===== src/rtl/gate_sweep_ctrl.sv =====
// Exhaustive truth-table sweep sequencer: drives every input vector to a small gate DUT and tallies pass/fail.
// Optional build macro SWEEP_STOP_ON_FAIL_EN: end the sweep at the first failing vector.
module gate_sweep_ctrl #(
  parameter int N_IN   = 2,
  parameter int SETTLE = 1,
  parameter int CNT_W  = 8
) (
  input  logic             clk,
  input  logic             rst_n,
  input  logic             start,
  output logic [N_IN-1:0]  dut_in,
  input  logic             dut_out,
  input  logic             expect_in,
  output logic             busy,
  output logic             done,
  output logic [CNT_W-1:0] pass_cnt,
  output logic [CNT_W-1:0] fail_cnt,
  output logic             all_pass,
  output logic [N_IN-1:0]  first_fail
);

  localparam int WAIT_W = (SETTLE > 1) ? $clog2(SETTLE + 1) : 1;
  localparam logic [WAIT_W-1:0] WAIT_INIT = WAIT_W'(SETTLE);

  typedef enum logic [1:0] {S_IDLE, S_SETTLE, S_CHECK, S_DONE} stateT;

  stateT             state, nextState;
  logic [WAIT_W-1:0] waitCnt;
  logic              vecMatch, lastVec, stopHere;

  // Case equality so an X/Z on either side counts as a failure in 4-state sim.
  assign vecMatch = (dut_out === expect_in);
  assign lastVec  = (dut_in == '1);

`ifdef SWEEP_STOP_ON_FAIL_EN
  assign stopHere = !vecMatch;
`else
  assign stopHere = 1'b0;
`endif

  always_ff @(posedge clk or negedge rst_n) begin
    if (!rst_n) state <= S_IDLE;
    else        state <= nextState;
  end

  always_comb begin
    nextState = state;
    unique case (state)
      S_IDLE, S_DONE: if (start) nextState = S_SETTLE;
      S_SETTLE:       if (waitCnt == WAIT_W'(1)) nextState = S_CHECK;
      S_CHECK:        nextState = (lastVec || stopHere) ? S_DONE : S_SETTLE;
      default:        nextState = S_IDLE;
    endcase
  end

  always_ff @(posedge clk or negedge rst_n) begin
    if (!rst_n) begin
      dut_in     <= '0;
      waitCnt    <= '0;
      pass_cnt   <= '0;
      fail_cnt   <= '0;
      first_fail <= '0;
    end else begin
      unique case (state)
        S_IDLE, S_DONE: if (start) begin
          dut_in     <= '0;
          waitCnt    <= WAIT_INIT;
          pass_cnt   <= '0;
          fail_cnt   <= '0;
          first_fail <= '0;
        end
        S_SETTLE: if (waitCnt != WAIT_W'(1)) waitCnt <= waitCnt - WAIT_W'(1);
        S_CHECK: begin
          if (vecMatch) begin
            if (pass_cnt != '1) pass_cnt <= pass_cnt + CNT_W'(1);
          end else begin
            if (fail_cnt != '1) fail_cnt <= fail_cnt + CNT_W'(1);
            if (fail_cnt == '0) first_fail <= dut_in;
          end
          // dut_in holds on the final (or stopping) vector so it stays visible in DONE.
          if (!lastVec && !stopHere) begin
            dut_in  <= dut_in + N_IN'(1);
            waitCnt <= WAIT_INIT;
          end
        end
        default: ;
      endcase
    end
  end

  assign busy     = (state == S_SETTLE) || (state == S_CHECK);
  assign done     = (state == S_DONE);
  assign all_pass = done && (fail_cnt == '0);

endmodule


===== config.mk =====
export PLATFORM = sky130hd
export DESIGN_NAME = gate_sweep_ctrl
export DESIGN_NICKNAME = d
export VERILOG_FILES = /design/src/rtl/gate_sweep_ctrl.sv
export SDC_FILE = /design/constraint.sdc
export NUM_CORES = 1
export LEC_CHECK = 0
export CORE_ASPECT_RATIO = 0.6
export CORE_UTILIZATION = 51
export DETAILED_ROUTE_END_ITERATION = 12
export GPL_TIMING_DRIVEN = 0
export PLACE_DENSITY = 0.79
export SYNTH_ARGS = -nofsm -noshare
export SYNTH_HDL_FRONTEND = slang
export SYNTH_SLANG_ARGS = --single-unit
export TNS_END_PERCENT = 100

===== constraint.sdc =====
create_clock -name clk -period 2.14 [get_ports clk]
set_input_delay 0.428 -clock clk [delete_from_list [all_inputs] [get_ports clk]]
set_output_delay 0.428 -clock clk [all_outputs]
set_load 0.005 [all_outputs]

Word-level counts from Yosys, hierarchy flattened --
Cells that the tools add are included.
Storage, ports and cells: logic and storage cells 58, memories kept 0, output and inout bits 23, bits in writable memories 0, bits in read-only memories 0, latch bits 0, register bits 23, input port bits 5
Cells by class: bitwise operators 0, mux-type cells 21, add/subtract/negate cells 4, multipliers 0, divide/modulo/power cells 0, order comparisons 0, equal/unequal tests 15, reductions and logical operators 12, shift operators 0
Operators with widths (number):
- 8-bit two-way mux | 5
- 8-bit one-hot mux with 2 select lines | 2
- 8-bit by 1-bit adder with 8-bit output, second input constant | 2
- 2-bit != test, second input constant | 8
- 8-bit != test, second input constant | 2
- 2-bit two-way mux | 7
- 4-bit AND reduction | 3
- 8-bit logical NOT | 1
- 2-bit one-hot mux with 2 select lines | 2
- 2-bit equality test, second input constant | 3
- 2-bit one-hot mux with 3 select lines | 1
- 2-bit AND reduction | 2
- 1-bit two-way mux | 3
- 1-bit one-hot mux with 3 select lines | 1
- 3-bit AND reduction | 1
- 2-bit by 1-bit adder with 2-bit output, second input constant | 1
- 2-bit by 1-bit equality test with 1-bit output, second input constant | 1
- 2-bit logical NOT | 1
- 2-bit nonzero test | 1
- 2-bit OR reduction | 1
- 1-bit === test | 1
- 1-bit logical AND | 1
- 1-bit logical OR | 1
- 1-bit subtractor, second input constant | 1

Longest topological paths before layout --
depth after elaboration 4, gate-level depth with buffers 7

Worst setup path before layout --
OpenSTA, ideal clock, no wires.
path type register to register, from reg state[1], to reg fail_cnt[7], data arrival time 1.623 ns, setup time 0.130 ns, stages on the path, launching flop included 7, required time 2.010 ns, slack 0.387 ns, buffers on the path 1, period minus slack after synthesis 1.753 ns, path through dfrtp_1 > ha_1 > mux2i_2 > a21oi_2 > buf_6 > a41oi_1 > a21oi_1
Between the ends: word-level cells in the longest chain between the ends 4
Ends and longest elaborated chain:
- start: declaration | line 27 | stateT state, nextState;
- start signal: assignment | line 43 | else state <= nextState;
- 2-bit equality test or 2-bit logical NOT (tied branches) | line 64 | unique case (state)
- 2-bit OR reduction | line 64
- 2-bit != test (no line) or 2-bit nonzero test (tied branches)
- 4-bit AND reduction (no line)
- end signal: assignment | line 77 | if (fail_cnt != '1) fail_cnt <= fail_cnt + CNT_W'(1);
- end: declaration | line 17 | output logic [CNT_W-1:0] fail_cnt,
Parallel ways exist; a longest one is shown, timed or not. A chain may end at the register's enable or synchronous reset.

Final worst setup path --
from reg state[0], to out busy
Between the ends: word-level cells in the longest chain between the ends 2
Ends and longest elaborated chain:
- 2-bit by 1-bit equality test with 1-bit output or 2-bit equality test (tied branches) | line 91 | assign busy = (state == S_SETTLE) || (state == S_CHECK);
- 1-bit logical OR * | line 91
- end: declaration | line 14 | output logic busy,
Every way passes the cells marked *; elsewhere a longest branch is shown, timed or not.

==> impl_metrics.env <==
export IMPL_grt_busiest_layer="met2"
export IMPL_syn_num_nets=164
export IMPL_cp_num_buf_inv=3
export IMPL_globalRouteOverflowTotal=0
export IMPL_synth_common_cells="23 x dfrtp_1, 17 x nand2_1, 10 x a21oi_1"
export IMPL_yosys_register_bits=23
export IMPL_drt_first_pass_iters=4
export IMPL_cp_startpoint="state[0]$_DFFE_PN0P_"
export IMPL_grt_pass1_vias=1240
export IMPL_cts_hold_buf=0
export IMPL_ios=28
export IMPL_use_met1_pct=39.78
export IMPL_cts_tree="yes"
export IMPL_syn_area_per_cell_um2=9.170
export IMPL_yosys_area_top_type_share_pct=41.29
export IMPL_areaGrowthSynthToFinish_pct=30.70
export IMPL_h_tree_depth=1
export IMPL_vias=1369
export IMPL_status="finished, final reports clean"
export IMPL_cpPeakStageDelay_ps=500
export IMPL_synthArstFlopShare_pct=100.0
export IMPL_dieArea_mm2=0.002953
export IMPL_die_w_um=69.49
export IMPL_clk_latency_ps=260
export IMPL_worstMarginPinSlew_ps=1045
export IMPL_rsz0062_at_grt="false"
export IMPL_criticalPathCategory="reg -> out"
export IMPL_ant_nets=0
export IMPL_start_kind="register"
export IMPL_viasPerCell=6.223
export IMPL_cp_depth=4
export IMPL_period_share_pct=95.18
export IMPL_wl_per_cell_um=16.45
export IMPL_crit_family="buffers and inverters"
export IMPL_synth_edf_count=0
export IMPL_dpl_hpwl_um=2707
export IMPL_ys_types=44
export IMPL_cts_root_buf="clkbuf_8"
export IMPL_relSlewSlack_pct=30.13
export IMPL_endpoint_kind="output port"
export IMPL_nets=201
export IMPL_fin_worst_skew_ps=2.976
export IMPL_grtUsageTotal_pct=26.95
export IMPL_hp_class="reg -> reg"
export IMPL_cts_sinks=23
export IMPL_netlist_top_cells_area="dfrtp_1 41%, ha_1 6.3%, nand2_1 4.6%"
export IMPL_yosysTopAreaCell="dfrtp_1"
export IMPL_crit_top_cell="inv_1"
export IMPL_core_area_mm2=0.002540
export IMPL_fmax_mhz=490.9
export IMPL_dr_first_iter_drc_count=89
export IMPL_die_h_um=42.50
export IMPL_gr_usage_met3_pct=6.490
export IMPL_ys_warn_count=0
export IMPL_fillers=192
export IMPL_start_util_pct=54.88
export IMPL_worstHoldStart="waitCnt$_DFFE_PN0P_"
export IMPL_rows=14
export IMPL_ff2ff_path_depth=6
export IMPL_use_met2_pct=40.58
export IMPL_hold_viol_final=0
export IMPL_clockBufferDepth=2
export IMPL_num_antenna_cells=0
export IMPL_drv_cap=0
export IMPL_portBuffers=27
export IMPL_cp_max_fo=6
export IMPL_ys_seq_area_share_pct=41.29
export IMPL_gp_congestion=0.9304
export IMPL_crit_path_end="busy"
export IMPL_multi_input_area_um2=792.0
export IMPL_wl_um=3619
export IMPL_seqCellArea_um2=575.6
export IMPL_drv_slew=0
export IMPL_power_density_mw_per_mm2=1090
export IMPL_cp_data_arrival_time_ps=1610
export IMPL_grt_pass1_wl_um=6065
export IMPL_fin_ws_ps=103.1
export IMPL_drc=0
export IMPL_yosysMostFrequentCell="dfrtp_1"
export IMPL_r2r_start="state[0]$_DFFE_PN0P_"
export IMPL_grt_max_degree=24
export IMPL_r2r_end="fail_cnt[3]$_DFFE_PN0P_"
export IMPL_synthFlopType="dfrtp_1"
export IMPL_critPathSlowestCell="clkdlybuf4s50_1"
export IMPL_netlist_instances=152
export IMPL_p_leak_nw=0.7583
export IMPL_grt_antenna_before_repair=0
export IMPL_setup_viol=0
export IMPL_place_ws_ps=-74.12
export IMPL_post_route_util_pct=71.72
export IMPL_crit_chain="inv_1 -> ha_4 -> inv_1 -> clkdlybuf4s50_1"
export IMPL_path_clk_slew_ps=80
export IMPL_drive_above_1_share_pct=10.11
export IMPL_min_period_ps=2037
export IMPL_synth_area_mm2=0.001394
export IMPL_rrSetupSlack_ps=270
export IMPL_vdd_ir_drop_worst_uv=642.6
export IMPL_cp_required_ps=1710
export IMPL_cts_made_buffers=3
[cells in the final DEF, fill, tap and decap left out, drive strengths merged, types with 2 or more instances in the layout]
| master | instances |
|---|---|
| nand4 | 6 |
| a41oi | 4 |
| o21ai | 5 |
| nor4b | 2 |
| clkbuf | 5 |
| clkdlybuf4s50 | 26 |
| a21oi | 11 |
| inv | 10 |
| nand2b | 3 |
| nor4 | 3 |
| nand2 | 18 |
| nor3 | 6 |
| and3 | 4 |
| buf | 8 |
| a31oi | 5 |
| a41o | 2 |
| nand3 | 7 |
| o211ai | 4 |
| ha | 7 |
| o22a | 2 |
| dfrtp | 23 |
| nand4b | 2 |
| nor2 | 6 |
[worst min-delay path by stage]
stage                     slack [ps]                    end  depth (start not counted)
after floorplan                  130  dut_in[0]$_DFFE_PN0P_                          0
after global placement           490    waitCnt$_DFFE_PN0P_                          1
after detailed placement         490    waitCnt$_DFFE_PN0P_                          1
after CTS                        510    waitCnt$_DFFE_PN0P_                          1
after global routing             550    waitCnt$_DFFE_PN0P_                          1
final                            520    waitCnt$_DFFE_PN0P_                          1
[stage by stage]
stage | hold WS (ps) | TNS (ps) | instance area, um^2 | std cells | power (mW)
6_report | 515.3 | 0 | 1822 | 220 | 1.985
5_1_grt | 546.8 | 0 | 1822 | 220 | 2.130
2_1_floorplan | 132.4 | 0 | 1394 | 152 | 1.192
3_3_place_gp | 486.9 | -37.03 | 1704 | 211 | 1.510
3_5_place_dp | 494.6 | -74.12 | 1704 | 211 | 1.548
4_1_cts | 512.1 | 0 | 1788 | 218 | 1.896
[repair_timing]
item / 4_1_cts / 5_1_grt
pin swaps: 1 / 0
setup buffers: 3 / 2
gates resized for setup: 5 / 2
endpoints found under the setup margin: 2 / 4
[worst reg2reg max path: stages, from the launching register on]
cell	delay, ps
dfrtp_1	400
inv_1	120
ha_4	240
and2b_1	250
nor3_1	440
a31oi_1	150
a31oi_1	190
[area by class of cell]
type | instances | share of cell area [%]
multi-input combinational | 115 | 43.48
timing repair buffer | 32 | 16.83
inverter | 10 | 2.060
tap | 32 | 2.198
sequential | 23 | 31.59
clock buffer | 4 | 2.473
buffer | 4 | 1.374
[state kept, by name, summed over array words and instances, names as in the netlist]
name / flops
first_fail: 2
state: 2
fail_cnt: 8
waitCnt: 1
pass_cnt: 8
dut_in: 2
[logic make-up after synthesis]
group | count (synthesis) | synth area share (%)
adder cells (fa/ha/maj) | 7 | 6.283
AND/OR/NAND/NOR | 63 | 24.33
XOR/XNOR | 2 | 1.257
buffers and inverters | 14 | 4.488
multiplexers | 1 | 0.9872
flip-flops | 23 | 41.29
AO/OA/AOI/OAI | 42 | 21.37
[per-layer routing]
metal	vias to the layer above	share of wire [%]
met1	658	49
li1	654	-
met2	53	44
met4	0	0.69
met3	4	7.0
met5	-	0
[power by group]
group	switching, mW	internal, mW
Sequential	0.0928	0.507
Combinational	0.573	0.544
Clock	0.136	0.133
Power figures use the tool's default switching activity.
==> RTL edit (same flow settings) <==
The parameter `CNT_W` goes from 8 to 12.
--- a/src/rtl/gate_sweep_ctrl.sv
+++ b/src/rtl/gate_sweep_ctrl.sv
@@ -5,3 +5,3 @@
   parameter int SETTLE = 1,
-  parameter int CNT_W  = 8
+  parameter int CNT_W  = 12
 ) (
Ports: changed (resized fail_cnt and pass_cnt); port bits go from 28 to 36. No check against the original RTL was run, so the function may have changed too.
==> RTL edit against the original RTL <==
Cell area up 39%; total power is 13% higher; cell count rose by 38%; clock skew is 0.0035 ns higher; register-to-register slack got worse by 0.17 ns; critical path depth unchanged; first-iteration DRC count rose by 63%; sequential cell count up 8; synthesized area grew 40%; non-clock buffer count increased by 15; count of clock-buffer cells in the layout up 4; via count is 40% higher; routed wire length up 41%; setup slack worse by 0.019 ns; largest cell class unchanged; largest power group unchanged.
==> RTL edit: results (changes against the original RTL) <==
stage,metric,value,unit,change
status,outcome,finished clean,,
finish,multiInputGateArea,1100,µm²,+39%
yosys,synth_commonest_cells,"dfrtp_1 (31), o21ai_0 (20), nand2_1 (16), nand3_1 (13), inv_1 (11)",,
placed_design,post_dp_cell_area,2349,µm²,+38%
route,first_iter_violations,145,,+63%
min_path,hold_class,in2async,,
placed_design,place_inst,292,,+38%
finish,nonClockBufferCount,51,,+42%
power_and_ir_drop,powerDensity,889.6,nW/µm²,-18%
clock_network,clk_latency,0.29,ns,+0.03 ns
route,route.met3.wl,341,µm,+34%
yosys,avgSynthCellArea,9.183,µm²,+0.15%
grt,gr-usage-met1,0.4259,,+0.02805
finish,clkCellAreaFrac,0.03966,,+0.01494
worst_setup_path,worstPathArrival,1.63,ns,+0.02 ns
placed_design,dp_slack,-0.1801,ns,-0.1060 ns
grt,grt_max_degree,32,,+33%
finish,seq_area,778.2,µm²,+35%
yosys,syn_area,1947,µm²,+40%
worst_setup_path,r2r_end,pass_cnt[9],,
route,wl_met2,2159,µm,+37%
yosys,syn-num-nets,224,,+37%
placed_design,gp_congestion,0.8157,,-12%
finish,finalNetCount,270,,+34%
grt,grt_pass1_wl,8314,µm,+37%
timing,worst_hold_slack,0.1790,ns,-0.3363 ns
route,drt-met1-wl,2525,µm,+43%
clock_network,postCtsSetupRepairBufs,4,,+1
power_and_ir_drop,p_leak,0.001027,µW,+35%
finish,drive_above_1_share,0.1544,,+0.05338
clock_network,htreeDepth,2,,+1
yosys,yosysUniqueCellTypes,54,,+23%
finish,fill_cells,274,,+43%
timing,fin_skew,0.006504,ns,+0.003528 ns
route,wire_per_inst,16.75,µm,+1.8%
placed_design,dpl.hpwl,3463,µm,+28%
yosys,synth-xor-area-share,0.004499,,-0.008069
route,vias_per_cell,6.306,,+1.3%
clock_network,post_cts_resized,9,,+4
worst_setup_path,regToRegSetupSlack,0.10,ns,-0.17 ns
yosys,synth_compound_area_frac,0.2288,,+0.01515
yosys,synth_area_leaders,"dfrtp_1 (40%), o21ai_0 (5.1%), ha_1 (4.5%)",,
power_and_ir_drop,irDropWorstVdd,0.7993,mV,+24%
-- RTL edit: cell types whose count changed in the layout (fill, tap and decap cells not counted), moves of 3 or more --
| cell | unedited run | this run |
|---|---|---|
| a22o_1 | 0 | 4 |
| a31oi_1 | 5 | 1 |
| and2_1 | 1 | 4 |
| and3_1 | 4 | 1 |
| clkbuf_2 | 0 | 3 |
| clkbuf_8 | 3 | 7 |
| clkdlybuf4s50_1 | 26 | 33 |
| dfrtp_1 | 23 | 29 |
| inv_1 | 8 | 11 |
| mux2i_1 | 0 | 4 |
| nand3_1 | 7 | 13 |
| o21ai_0 | 5 | 20 |
| o31ai_1 | 0 | 9 |
| or4_1 | 0 | 4 |
-- RTL edit: power groups by stage --
stage          combinational (µW)  sequential, µW  clock, µW
3_3_place_gp                  879             724          0
6_report                     1010             712        520
5_1_grt                      1100             718        552
4_1_cts                       958             709        527
2_1_floorplan                 568             716          0
3_5_place_dp                  898             727          0
